**src/rtl/instr_encoder.sv**
```systemverilog
// RV32I field-level instruction encoder: packs format/opcode/register/funct/immediate
// fields into a 32-bit word, range/alignment-checks the immediate, writes good words to imem.
module instr_encoder #(
    parameter int ADDR_W     = 10,
    parameter int BASE_ADDR  = 0,
    parameter int PROG_WORDS = 1024
) (
    input  logic              clk,
    input  logic              resetn,
    input  logic              start,
    input  logic              in_valid,
    output logic              in_ready,
    input  logic [2:0]        in_fmt,
    input  logic [6:0]        in_opcode,
    input  logic [4:0]        in_rd,
    input  logic [4:0]        in_rs1,
    input  logic [4:0]        in_rs2,
    input  logic [2:0]        in_funct3,
    input  logic [6:0]        in_funct7,
    input  logic [31:0]       in_imm,
    input  logic              in_last,
    output logic              mem_we,
    output logic [ADDR_W-1:0] mem_addr,
    output logic [31:0]       mem_wdata,
    input  logic              mem_ack,
    output logic              done,
    output logic              err,
    output logic [2:0]        err_code,
    output logic [ADDR_W:0]   word_count
);
    // state  | meaning
    // IDLE   | out of reset, waiting for start
    // ACCEPT | ready for an instruction beat
    // WRITE  | encoded word presented to memory, waiting for mem_ack
    // DONE   | last instruction written, held until start
    // ERROR  | bad beat rejected, held until start
    typedef enum logic [2:0] {IDLE, ACCEPT, WRITE, DONE, ERROR} stateT;

    localparam logic [2:0] FMT_R = 3'd0;
    localparam logic [2:0] FMT_I = 3'd1;
    localparam logic [2:0] FMT_S = 3'd2;
    localparam logic [2:0] FMT_B = 3'd3;
    localparam logic [2:0] FMT_U = 3'd4;
    localparam logic [2:0] FMT_J = 3'd5;

    localparam logic [2:0] ERR_RANGE = 3'd1;
    localparam logic [2:0] ERR_ALIGN = 3'd2;
    localparam logic [2:0] ERR_FMT   = 3'd3;
    localparam logic [2:0] ERR_OVF   = 3'd4;

    localparam logic [ADDR_W-1:0] BASE_WORD  = ADDR_W'(BASE_ADDR);
    localparam logic [ADDR_W:0]   PROG_LIMIT = (ADDR_W+1)'(PROG_WORDS);

    stateT              state;
    logic               beatLast;
    logic [31:0]        encWord;
    logic               rangeBad;
    logic               alignBad;
    logic [2:0]         chkCode;
    logic signed [31:0] imm;

    assign imm      = in_imm;
    assign in_ready = (state == ACCEPT) && !start;

    always_comb begin
        encWord = '0;
        case (in_fmt)
            FMT_R: encWord = {in_funct7, in_rs2, in_rs1, in_funct3, in_rd, in_opcode};
            FMT_I: encWord = {in_imm[11:0], in_rs1, in_funct3, in_rd, in_opcode};
            FMT_S: encWord = {in_imm[11:5], in_rs2, in_rs1, in_funct3, in_imm[4:0], in_opcode};
            FMT_B: encWord = {in_imm[12], in_imm[10:5], in_rs2, in_rs1, in_funct3,
                              in_imm[4:1], in_imm[11], in_opcode};
            FMT_U: encWord = {in_imm[31:12], in_rd, in_opcode};
            FMT_J: encWord = {in_imm[20], in_imm[10:1], in_imm[11], in_imm[19:12],
                              in_rd, in_opcode};
            default: encWord = '0;
        endcase
    end

    // Priority: illegal format, then overflow, then range, then alignment.
    always_comb begin
        rangeBad = 1'b0;
        alignBad = 1'b0;
        case (in_fmt)
            FMT_I, FMT_S: rangeBad = (imm < -32'sd2048) || (imm > 32'sd2047);
            FMT_B: begin
                rangeBad = (imm < -32'sd4096) || (imm > 32'sd4094);
                alignBad = in_imm[0];
            end
            FMT_J: begin
                rangeBad = (imm < -32'sd1048576) || (imm > 32'sd1048574);
                alignBad = in_imm[0];
            end
            FMT_U:   alignBad = |in_imm[11:0];
            default: ;
        endcase
        if (in_fmt > FMT_J)
            chkCode = ERR_FMT;
        else if (word_count == PROG_LIMIT)
            chkCode = ERR_OVF;
        else if (rangeBad)
            chkCode = ERR_RANGE;
        else if (alignBad)
            chkCode = ERR_ALIGN;
        else
            chkCode = 3'd0;
    end

    always_ff @(posedge clk) begin
        if (!resetn) begin
            state      <= IDLE;
            beatLast   <= 1'b0;
            mem_we     <= 1'b0;
            mem_addr   <= BASE_WORD;
            mem_wdata  <= '0;
            done       <= 1'b0;
            err        <= 1'b0;
            err_code   <= '0;
            word_count <= '0;
        end else if (start) begin
            state      <= ACCEPT;
            mem_we     <= 1'b0;
            mem_addr   <= BASE_WORD;
            done       <= 1'b0;
            err        <= 1'b0;
            err_code   <= '0;
            word_count <= '0;
        end else begin
            case (state)
                ACCEPT: begin
                    if (in_valid) begin
                        if (chkCode != 3'd0) begin
                            state    <= ERROR;
                            err      <= 1'b1;
                            err_code <= chkCode;
                        end else begin
                            state     <= WRITE;
                            mem_we    <= 1'b1;
                            mem_wdata <= encWord;
                            beatLast  <= in_last;
                        end
                    end
                end
                WRITE: begin
                    if (mem_ack) begin
                        mem_we     <= 1'b0;
                        mem_addr   <= mem_addr + ADDR_W'(1);
                        word_count <= word_count + (ADDR_W+1)'(1);
                        done       <= beatLast;
                        state      <= beatLast ? DONE : ACCEPT;
                    end
                end
                IDLE, DONE, ERROR: ;
                default: state <= IDLE;
            endcase
        end
    end
endmodule

```
**config.mk**
```make
export PLATFORM = sky130hd
export DESIGN_NAME = instr_encoder
export DESIGN_NICKNAME = d
export VERILOG_FILES = /design/src/rtl/instr_encoder.sv
export SDC_FILE = /design/constraint.sdc
export NUM_CORES = 1
export LEC_CHECK = 0
export ABC_AREA = 1
export BUFFER_PORTS_ARGS = -buffer_cell sky130_fd_sc_hd__buf_2
export CORE_ASPECT_RATIO = 1.1
export CORE_MARGIN = 4
export CORE_UTILIZATION = 51
export CTS_BUF_LIST = sky130_fd_sc_hd__clkbuf_2
export DETAILED_ROUTE_END_ITERATION = 8
export PLACE_DENSITY = 0.84
export SYNTH_ARGS = -nofsm -noshare
export SYNTH_HDL_FRONTEND = slang
export SYNTH_SLANG_ARGS = --single-unit
```
**constraint.sdc**
```tcl
create_clock -name clk -period 2.4 [get_ports clk]
set_input_delay 0.36 -clock clk [delete_from_list [all_inputs] [get_ports clk]]
set_output_delay 0.36 -clock clk [all_outputs]
set_load 0.02 [all_outputs]
```
; After elaboration in Yosys (flattened, before gate mapping)
; Cells that the tools add are included.
[word_totals]
elab_cells = 76
rom_bits = 0
output_inout_bits = 60
register_bits = 63
ramBits = 0
latch_bits = 0
memories = 0
in_bits = 73
[classes]
reduce_logical = 20
div = 0
mux = 17
shifts = 0
bitwise = 4
eq_ne = 16
add_sub_neg = 2
mul = 0
magnitude_cmp = 7
[ops]
columns = op, n
row1 = 32-bit case mux with 6 select lines, 1
row2 = 32-bit by 12-bit > comparator with 1-bit output (second input constant), 1
row3 = 32-bit by 13-bit > comparator with 1-bit output (second input constant), 1
row4 = 32-bit by 21-bit > comparator with 1-bit output (second input constant), 1
row5 = 32-bit by 12-bit less-than comparator with 1-bit output (second input constant), 1
row6 = 32-bit by 13-bit less-than comparator with 1-bit output (second input constant), 1
row7 = 32-bit by 21-bit less-than comparator with 1-bit output (second input constant), 1
row8 = 3-bit 2-to-1 mux, 5
row9 = 3-bit by 2-bit equality test with 1-bit output (second input constant), 4
row10 = 12-bit OR reduction, 1
row11 = 11-bit by 1-bit adder with 11-bit output (second input constant), 1
row12 = 11-bit equality test (second input constant), 1
row13 = 10-bit by 1-bit adder with 10-bit output (second input constant), 1
row14 = 3-bit equality test (second input constant), 3
row15 = 3-bit case mux with 3 select lines, 1
row16 = 3-bit AND reduction, 3
row17 = 2-bit inequality test (second input constant), 4
row18 = 4-bit AND reduction, 2
row19 = 3-bit by 1-bit equality test with 1-bit output (second input constant), 2
row20 = 3-bit logical NOT, 2
row21 = 2-bit 2-to-1 mux, 3
row22 = 3-bit inequality test (second input constant), 2
row23 = 2-bit OR reduction, 3
row24 = 1-bit 2-to-1 mux, 4
row25 = other kinds (11), 17

; Depth between registers and ports, before layout
; Gate-level depths: netlist of the first run.
[logic_depth]
ltp_word = 12
mapped_depth = 16
mapped_depth_nobuf = 15

; Least setup slack after synthesis of the first run
; No wires, ideal clock.
[synth_timing]
path_kind = register to register
start = register word_count[0]
end = register mem_wdata[10]
slack_ns = 0.538
period_less_slack_ns = 1.862
setup_ns = 0.113
t_arrival_ns = 1.749
path_buffers = 1
required_time_ns = 2.287
stages_incl_launch_ff = 15
cell_sequence = dfxtp_1 > inv_1 > ha_1 > inv_1 > nor4_1 > nand2_1 > nand2_1 > nand2_1 > nand2_1 > nand2_1 > nor2_8 > nand2_4 > buf_4 > o21ai_1 > nor2_1
[synth_via]
elab_chain_len = 6
[synth_rtl]
columns = element, line_no
row1 = "start, declared", 29  ; output logic [ADDR_W:0] word_count
row2 = "start signal, assigned", 148  ; word_count <= word_count + (ADDR_W+1)'(1);
row3 = 11-bit equality test, 99  ; else if (word_count == PROG_LIMIT)
row4 = 3-bit 2-to-1 mux, 99
row5 = 3-bit 2-to-1 mux, 97  ; if (in_fmt > FMT_J)
row6 = 3-bit nonzero test, 132  ; if (chkCode != 3'd0) begin
row7 = 1-bit NOT (no line), n/a
row8 = 4-bit AND reduction (no line), n/a
row9 = "end signal, assigned", 139  ; mem_wdata <= encWord;
row10 = "end, declared", 24  ; output logic [31:0] mem_wdata,
; No other way between the ends.
; A chain may end at the register's enable or synchronous reset.

; Final worst setup path of the first run
[layout_timing]
start = register word_count[1]
end = register mem_wdata[12]
; The elaborated chain is that of the path after synthesis.

==> results of run 1 <==
[metal layers]
| metal | GRT usage (%) | part of all wire (%) | vias to the layer above |
|---|---|---|---|
| met2 | 44.6 | 50 | 143 |
| met1 | 29.4 | 41 | 1765 |
| met5 | 0 | 0 | - |
| met4 | 8.31 | 2.3 | 0 |
| li1 | - | - | 2046 |
| met3 | 4.58 | 6.6 | 25 |
[area by class of cell]
cell class	count	area, um2	area share, %
Sequential cell	63	1260	29.2
Clock buffer	11	55.1	1.28
Timing Repair Buffer	138	706	16.4
Tap cell	82	103	2.38
Multi-Input combinational cell	403	1910	44.2
Clock inverter	5	25.0	0.580
Inverter	68	258	5.97
[state kept, by name, summed over array words and instances, names as in the netlist]
register and cells:
beatLast 1, done 1, err 1, err_code 3, mem_addr 10, mem_wdata 32, mem_we 1, state 3
word_count 11
[power breakdown]
group / internal [mW] / total, mW / switching [mW]
clock: 0.135 / 0.503 / 0.367
sequential: 1.06 / 1.08 / 0.0108
combinational: 0.136 / 0.359 / 0.223
[cell families after synthesis]
logic type	share of synthesized area, %
AO/OA/AOI/OAI	15.0
XOR/XNOR	0.249
adder cells (fa/ha/maj)	1.07
buffers and inverters	9.76
flip-flops	35.9
AND/OR/NAND/NOR	38.0
[final timing paths]
path | slack [ns] | start | cells past startpoint | to
max | 0.20 | word_count[1] | 14 | mem_wdata[12]
min | 0.15 | resetn | 3 | state[0]
max reg2reg | 0.20 | word_count[1] | 14 | mem_wdata[12]
min reg2reg | 0.49 | mem_addr[9] | 2 | mem_addr[9]
[cells in the mapped netlist]
master	instances	area share, %
sky130_fd_sc_hd__buf_2	2	0.29
sky130_fd_sc_hd__buf_4	2	0.43
sky130_fd_sc_hd__inv_1	60	6.4
sky130_fd_sc_hd__xor2_1	1	0.25
sky130_fd_sc_hd__nand2_1	100	11
sky130_fd_sc_hd__dfxtp_1	63	36
sky130_fd_sc_hd__clkinv_1	1	0.11
sky130_fd_sc_hd__inv_4	1	0.18
sky130_fd_sc_hd__nor2_8	1	0.57
sky130_fd_sc_hd__nor2_1	141	15
sky130_fd_sc_hd__buf_6	3	0.96
sky130_fd_sc_hd__nor3_2	2	0.57
sky130_fd_sc_hd__a22o_1	13	3.2
sky130_fd_sc_hd__nand3_4	1	0.50
sky130_fd_sc_hd__o21ai_0	17	2.4
sky130_fd_sc_hd__nor2_4	2	0.64
sky130_fd_sc_hd__nor4_1	2	0.36
sky130_fd_sc_hd__ha_1	3	1.1
sky130_fd_sc_hd__o21ai_1	21	3.0
sky130_fd_sc_hd__a21oi_1	26	3.7
sky130_fd_sc_hd__nand2_4	1	0.32
sky130_fd_sc_hd__a211oi_1	2	0.43
sky130_fd_sc_hd__clkbuf_1	7	0.75
sky130_fd_sc_hd__nor2_2	2	0.36
sky130_fd_sc_hd__o22ai_1	3	0.53
sky130_fd_sc_hd__nor3b_1	2	0.43
sky130_fd_sc_hd__a221oi_1	6	1.5
sky130_fd_sc_hd__a31oi_1	1	0.18
sky130_fd_sc_hd__nand3_1	31	4.4
sky130_fd_sc_hd__nand3_2	2	0.57
sky130_fd_sc_hd__inv_2	6	0.64
sky130_fd_sc_hd__nand4_1	7	1.2
sky130_fd_sc_hd__nor3_1	16	2.3
[worst max-delay path, stage by stage (launching register included)]
cell and delay (ns):
sky130_fd_sc_hd__dfxtp_1 0.38, sky130_fd_sc_hd__inv_1 0.09, sky130_fd_sc_hd__ha_1 0.15, sky130_fd_sc_hd__inv_1 0.05
sky130_fd_sc_hd__nor4_1 0.16, sky130_fd_sc_hd__nand2_1 0.15, sky130_fd_sc_hd__nand2_1 0.09, sky130_fd_sc_hd__nand2_1 0.08
sky130_fd_sc_hd__nand2_1 0.07, sky130_fd_sc_hd__nand2_1 0.12, sky130_fd_sc_hd__nor2_8 0.25, sky130_fd_sc_hd__nand2_4 0.08
sky130_fd_sc_hd__inv_4 0.27, sky130_fd_sc_hd__nor2_1 0.07, sky130_fd_sc_hd__nor2_1 0.12
==> summary.md, run 1 <==
| Metric | Value |
|---|---|
| Antenna diode instance count | 0 |
| Number of unique standard cell types used by synthesis | 33 |
| Area of the die | 8280 um2 |
| Total setup violations reported at the end of the flow | 0 |
| Final cycle utilization of the critical path | 91.8% |
| Clock slew at reported path FFs | 0.18 ns |
| Post-DR vias/cell | 5.17 |
| Total core area | 6630 um2 |
| Nets in the synthesized netlist | 624 |
| Max-slew violation count | 0 |
| Crit-path max FO | 33 |
| Worst-skew pair later-pin latency | 0.46 ns |
| Wirelength, routed | 10400 um |
| Slew HR | 58.0% |
| Syn_area_per_cell | 6.41 um2 |
| Filler cell count | 628 |
| Growth of design area from synthesis to finish | 22.9% |
| Clock period minus final worst setup slack | 2.20 ns |
| Clock tree root buffer cell | sky130_fd_sc_hd__clkbuf_2 |
| Crit path setup slack, layout | 0.198 ns |
| Initial Utilization | 53.0% |
| Setup crit end kind | flip-flop |
| Most common cell after layout, fill and taps aside | sky130_fd_sc_hd__nor2_1 |
| Clock buffer depth | 2 |
| Avg WL per Cell | 13.5 um |
| DP Area | 4240 um2 |
| Number of global-route vias before repair | 3711 |
| Total iterations of the first detailed-routing run | 6 |
| I/O pin cnt | 133 |
| Port buffer count | 132 |
| Routed Antenna Nets | 0 |
| Final Instance Count excl. Fillers | 770 |
| Combined global-route utilization of all metal layers | 24.8% |
| Hold slack | 0.154 ns |
| Min-Delay Path Class | input pin to flip-flop |
| Signal arrival time at the worst endpoint | 2.60 ns |
| Finished Core Util | 65.1% |
| Placement-stage worst setup slack | 0.222 ns |
| Final estimated routing congestion in global placement | 1.06 |
| Number of antenna violations at the first check in global routing | 0 |
| Cts repair resizes | 0 |
| Max-capacitance violation count | 0 |
| Post-synthesis sequential area ratio | 35.9% |
| Setup repair after global routing missed its margin | false |
| Cell count after placement | 754 |
| 1st-iter DRT viols | 174 |
| TritonCTS clock tree | done |
| First-pass GRT wire length | 16400 um |
| Post-cts hold buffer count | 0 |
| Leakage | 2.10 nW |
| Result of the run | finished clean |
| Type of the setup path with the least slack | flip-flop to flip-flop |
| Maximum level of the CTS H-tree | 3 |
| Register bit count reported by yosys | 63 |
| Largest clock skew in the final design | 0.0265 ns |
| VDD IR-drop max | 0.330 mV |
| Peak clock frequency supported by timing | 454 MHz |
| Largest net degree at the start of global routing | 34 |
| Number of rows created at floorplan | 31 |
| Layout cells sized above 1 | 24.7% |
| Number of sinks handled by clock tree synthesis | 63 |
| Gate count after technology mapping | 548 |
| DR vias | 3979 |
| Number of failing hold endpoints at the final stage | 0 |
| Most frequent cells in the layout | 141 x sky130_fd_sc_hd__nor2_1, 132 x sky130_fd_sc_hd__buf_2, 100 x sky130_fd_sc_hd__nand2_1 |
| Power density over the cells | 449 nW/um2 |
| Number of design rule violations left after detail routing | 0 |
| Area of the mapped netlist | 3510 um2 |
| Category of the worst setup path launch point | flip-flop |
| Nets | 759 |
| Transition time at the pin with the least slew margin | 0.628 ns |
| # Post-CTS Setup Buffers | 0 |
| Warning count from the yosys run | 0 |
| Total negative slack | 0 ns |
| Remaining Overflow, GRT | 0 |
| Cell area after layout | 4320 um2 |
| Data required time at the worst endpoint | 2.79 ns |
| Die outline height | 95.0 um |
| Number of buffers added by the clock tree synthesis step | 9 |
| HPWL reported at the end of detailed placement | 8430 um |
| Total power after layout | 1.94 mW |
| Width of the die | 87.1 um |
Note: power is estimated with default switching activity, not from simulation.
==> run 2: changes to the inputs <==
PLACE_DENSITY = 0.92   (was 0.84)
==> run 2 against run 1 <==
Net effect:
- register-to-register slack better by 0.08 ns
- die area unchanged
- fmax up 3.9%
- sequential power about the same
- power grew 5.8%
- first-iteration DRC count grew 64%
- hold slack got worse by 0.025 ns
- via count is 3.2% higher
- clock power up 21%
==> summary.md, run 2 (synthesis gave the netlist of run 1 again) <==
| Metric | Value |
|---|---|
| Result of the run | finished clean |
| Wirelength, routed | 10600 um |
| Final cycle utilization of the critical path | 88.3% |
| I/O pin cnt | 133 |
| Layout cells sized above 1 | 24.7% |
| Number of global-route vias before repair | 3735 |
| Clock period minus final worst setup slack | 2.12 ns |
| Number of design rule violations left after detail routing | 0 |
| Total iterations of the first detailed-routing run | 5 |
| Most common cell after layout, fill and taps aside | sky130_fd_sc_hd__nor2_1 |
| Category of the worst setup path launch point | flip-flop |
| Ordered list of cells on the worst path | inv_1, ha_1, inv_1, nor4_1, nand2_1, nand2_1, nand2_1, nand2_1, nand2_1, nor2_8, nand2_4, inv_4, nor2_1, nor2_1 |
| Power density over the cells | 472 nW/um2 |
| Transition time at the pin with the least slew margin | 0.520 ns |
| Filler cell count | 628 |
| Number of rows created at floorplan | 31 |
| Max stage delay cell, worst path | sky130_fd_sc_hd__dfxtp_1 |
| Min-Delay Path Class | input pin to flip-flop |
| Remaining Overflow, GRT | 0 |
| Port buffer count | 132 |
| Clock buffer depth | 2 |
| Signal arrival time at the worst endpoint | 2.54 ns |
| Number of failing hold endpoints at the final stage | 0 |
| Total core area | 6630 um2 |
| 1st-iter DRT viols | 285 |
| Largest incremental delay on the critical path | 0.38 ns |
| Crit-path max FO | 33 |
| Maximum level of the CTS H-tree | 3 |
| Largest net degree at the start of global routing | 34 |
| First-pass GRT wire length | 16800 um |
| Top metal layer carrying routed signals | met4 |
| Initial Utilization | 53.0% |
| Leakage | 2.11 nW |
| Avg WL per Cell | 13.8 um |
| Slew HR | 65.2% |
| Area of the die | 8280 um2 |
| Combined global-route utilization of all metal layers | 25.8% |
| Largest clock skew in the final design | 0.0292 ns |
| Setup repair after global routing missed its margin | false |
| Top cell by count, worst path | sky130_fd_sc_hd__nand2_1 |
| # Post-CTS Setup Buffers | 0 |
| Met1 layer wirelength in the final routing | 4320 um |
| Number of sinks handled by clock tree synthesis | 63 |
| Max-slew violation count | 0 |
| Area of the multi-input gates | 1910 um2 |
| VDD IR-drop max | 0.258 mV |
| Register with the most flip-flops | mem_wdata |
| Total power after layout | 2.05 mW |
| Max reg flops | 32 |
| Buffers & Inverters on Critical Path | 3 |
| Setup crit end kind | flip-flop |
| Post-cts hold buffer count | 0 |
| Number of antenna violations at the first check in global routing | 0 |
| Number of buffers added by the clock tree synthesis step | 9 |
| Clock tree root buffer cell | sky130_fd_sc_hd__clkbuf_2 |
| Max-capacitance violation count | 0 |
| Kind of cell adding the most delay to the critical path | simple AND/OR/NAND/NOR gates |
| HPWL reported at the end of detailed placement | 8610 um |
| Routed Antenna Nets | 0 |
| Growth of design area from synthesis to finish | 23.7% |
| Cells on Worst Hold Path | 3 |
| Number of cells on the worst reg-to-reg path | 14 |
| DR vias | 4106 |
| Total setup violations reported at the end of the flow | 0 |
| Type of the setup path with the least slack | flip-flop to flip-flop |
| Final estimated routing congestion in global placement | 0.932 |
| Peak clock frequency supported by timing | 472 MHz |
| Amount of wire on met3 after detailed routing | 839 um |
| Critical path depth | 14 |
| Post-DR vias/cell | 5.33 |
| Total negative slack | 0 ns |
| Cts repair resizes | 0 |
| TritonCTS clock tree | done |
| Nets | 759 |
| DR WL met2 | 5090 um |
| Worst-skew pair later-pin latency | 0.50 ns |
| Width of the die | 87.1 um |
| Clock slew at reported path FFs | 0.16 ns |
| Die outline height | 95.0 um |
| Antenna diode instance count | 0 |
| Most frequent cells in the layout | 141 x sky130_fd_sc_hd__nor2_1, 132 x sky130_fd_sc_hd__buf_2, 100 x sky130_fd_sc_hd__nand2_1 |
| Largest registers in the final layout | mem_wdata x32, word_count x11, mem_addr x10 |
| Sequential standard cell area | 1260 um2 |
| Data required time at the worst endpoint | 2.82 ns |
[run 2: cell count changes in the layout (fill, tap and decap cells not counted), sizes merged]
cell	change
bufinv	+1
clkbuf	-2
clkinv	+1
[run 2: path summary, 6_finish.rpt]
check,start,endpoint,slack [ns]
hold / removal,in_last,beatLast,0.13
setup reg to reg,word_count[0],mem_wdata[14],0.28
setup / recovery,word_count[0],mem_wdata[14],0.28
hold reg to reg,err_code[0],err_code[0],0.48
[run 2: layout make-up]
cell class / instances / area share, %
clock buffer: 9 / 1.04
clock inverter: 7 / 1.47
inverter: 68 / 5.93
multi-input combinational: 403 / 43.9
sequential: 63 / 29.0
tap: 82 / 2.36
timing repair buffer: 138 / 16.2
[run 2: routing by layer]
metal	vias to the layer above	global-route usage, %
li1	2045	-
met1	1846	30.3
met2	183	43.9
met3	32	6.05
met4	0	12.4
met5	-	0
[run 2: worst reg2reg max path, cell delays in order (launching register included)]
cell,delay (ns)
sky130_fd_sc_hd__dfxtp_1,0.38
sky130_fd_sc_hd__inv_1,0.10
sky130_fd_sc_hd__ha_1,0.15
sky130_fd_sc_hd__inv_1,0.05
sky130_fd_sc_hd__nor4_1,0.16
sky130_fd_sc_hd__nand2_1,0.14
sky130_fd_sc_hd__nand2_1,0.09
sky130_fd_sc_hd__nand2_1,0.08
sky130_fd_sc_hd__nand2_1,0.07
sky130_fd_sc_hd__nand2_1,0.12
sky130_fd_sc_hd__nor2_8,0.13
sky130_fd_sc_hd__nand2_4,0.10
sky130_fd_sc_hd__inv_4,0.28
sky130_fd_sc_hd__nor2_1,0.10
sky130_fd_sc_hd__nor2_1,0.13
[run 2: power by group]
part	total [mW]	switching, mW	internal (mW)
combinational	0.364	0.226	0.138
clock	0.609	0.377	0.232
sequential	1.08	0.0114	1.06
[run 2: stage by stage]
| step | area, um2 | cells | hold WS [ns] | util, % | setup WS (ns) |
|---|---|---|---|---|---|
| after detailed placement | 4240 | 754 | 0.462 | 63.9 | 0.304 |
| after CTS | 4340 | 770 | 0.100 | 65.5 | 0.260 |
| final | 4340 | 770 | 0.129 | 65.5 | 0.280 |
| after floorplan | 3510 | 548 | 0.467 | - | 0.538 |
| after global placement | 4240 | 754 | 0.449 | 63.9 | 0.401 |
| after global routing | 4340 | 770 | 0.0912 | 65.5 | 0.0358 |
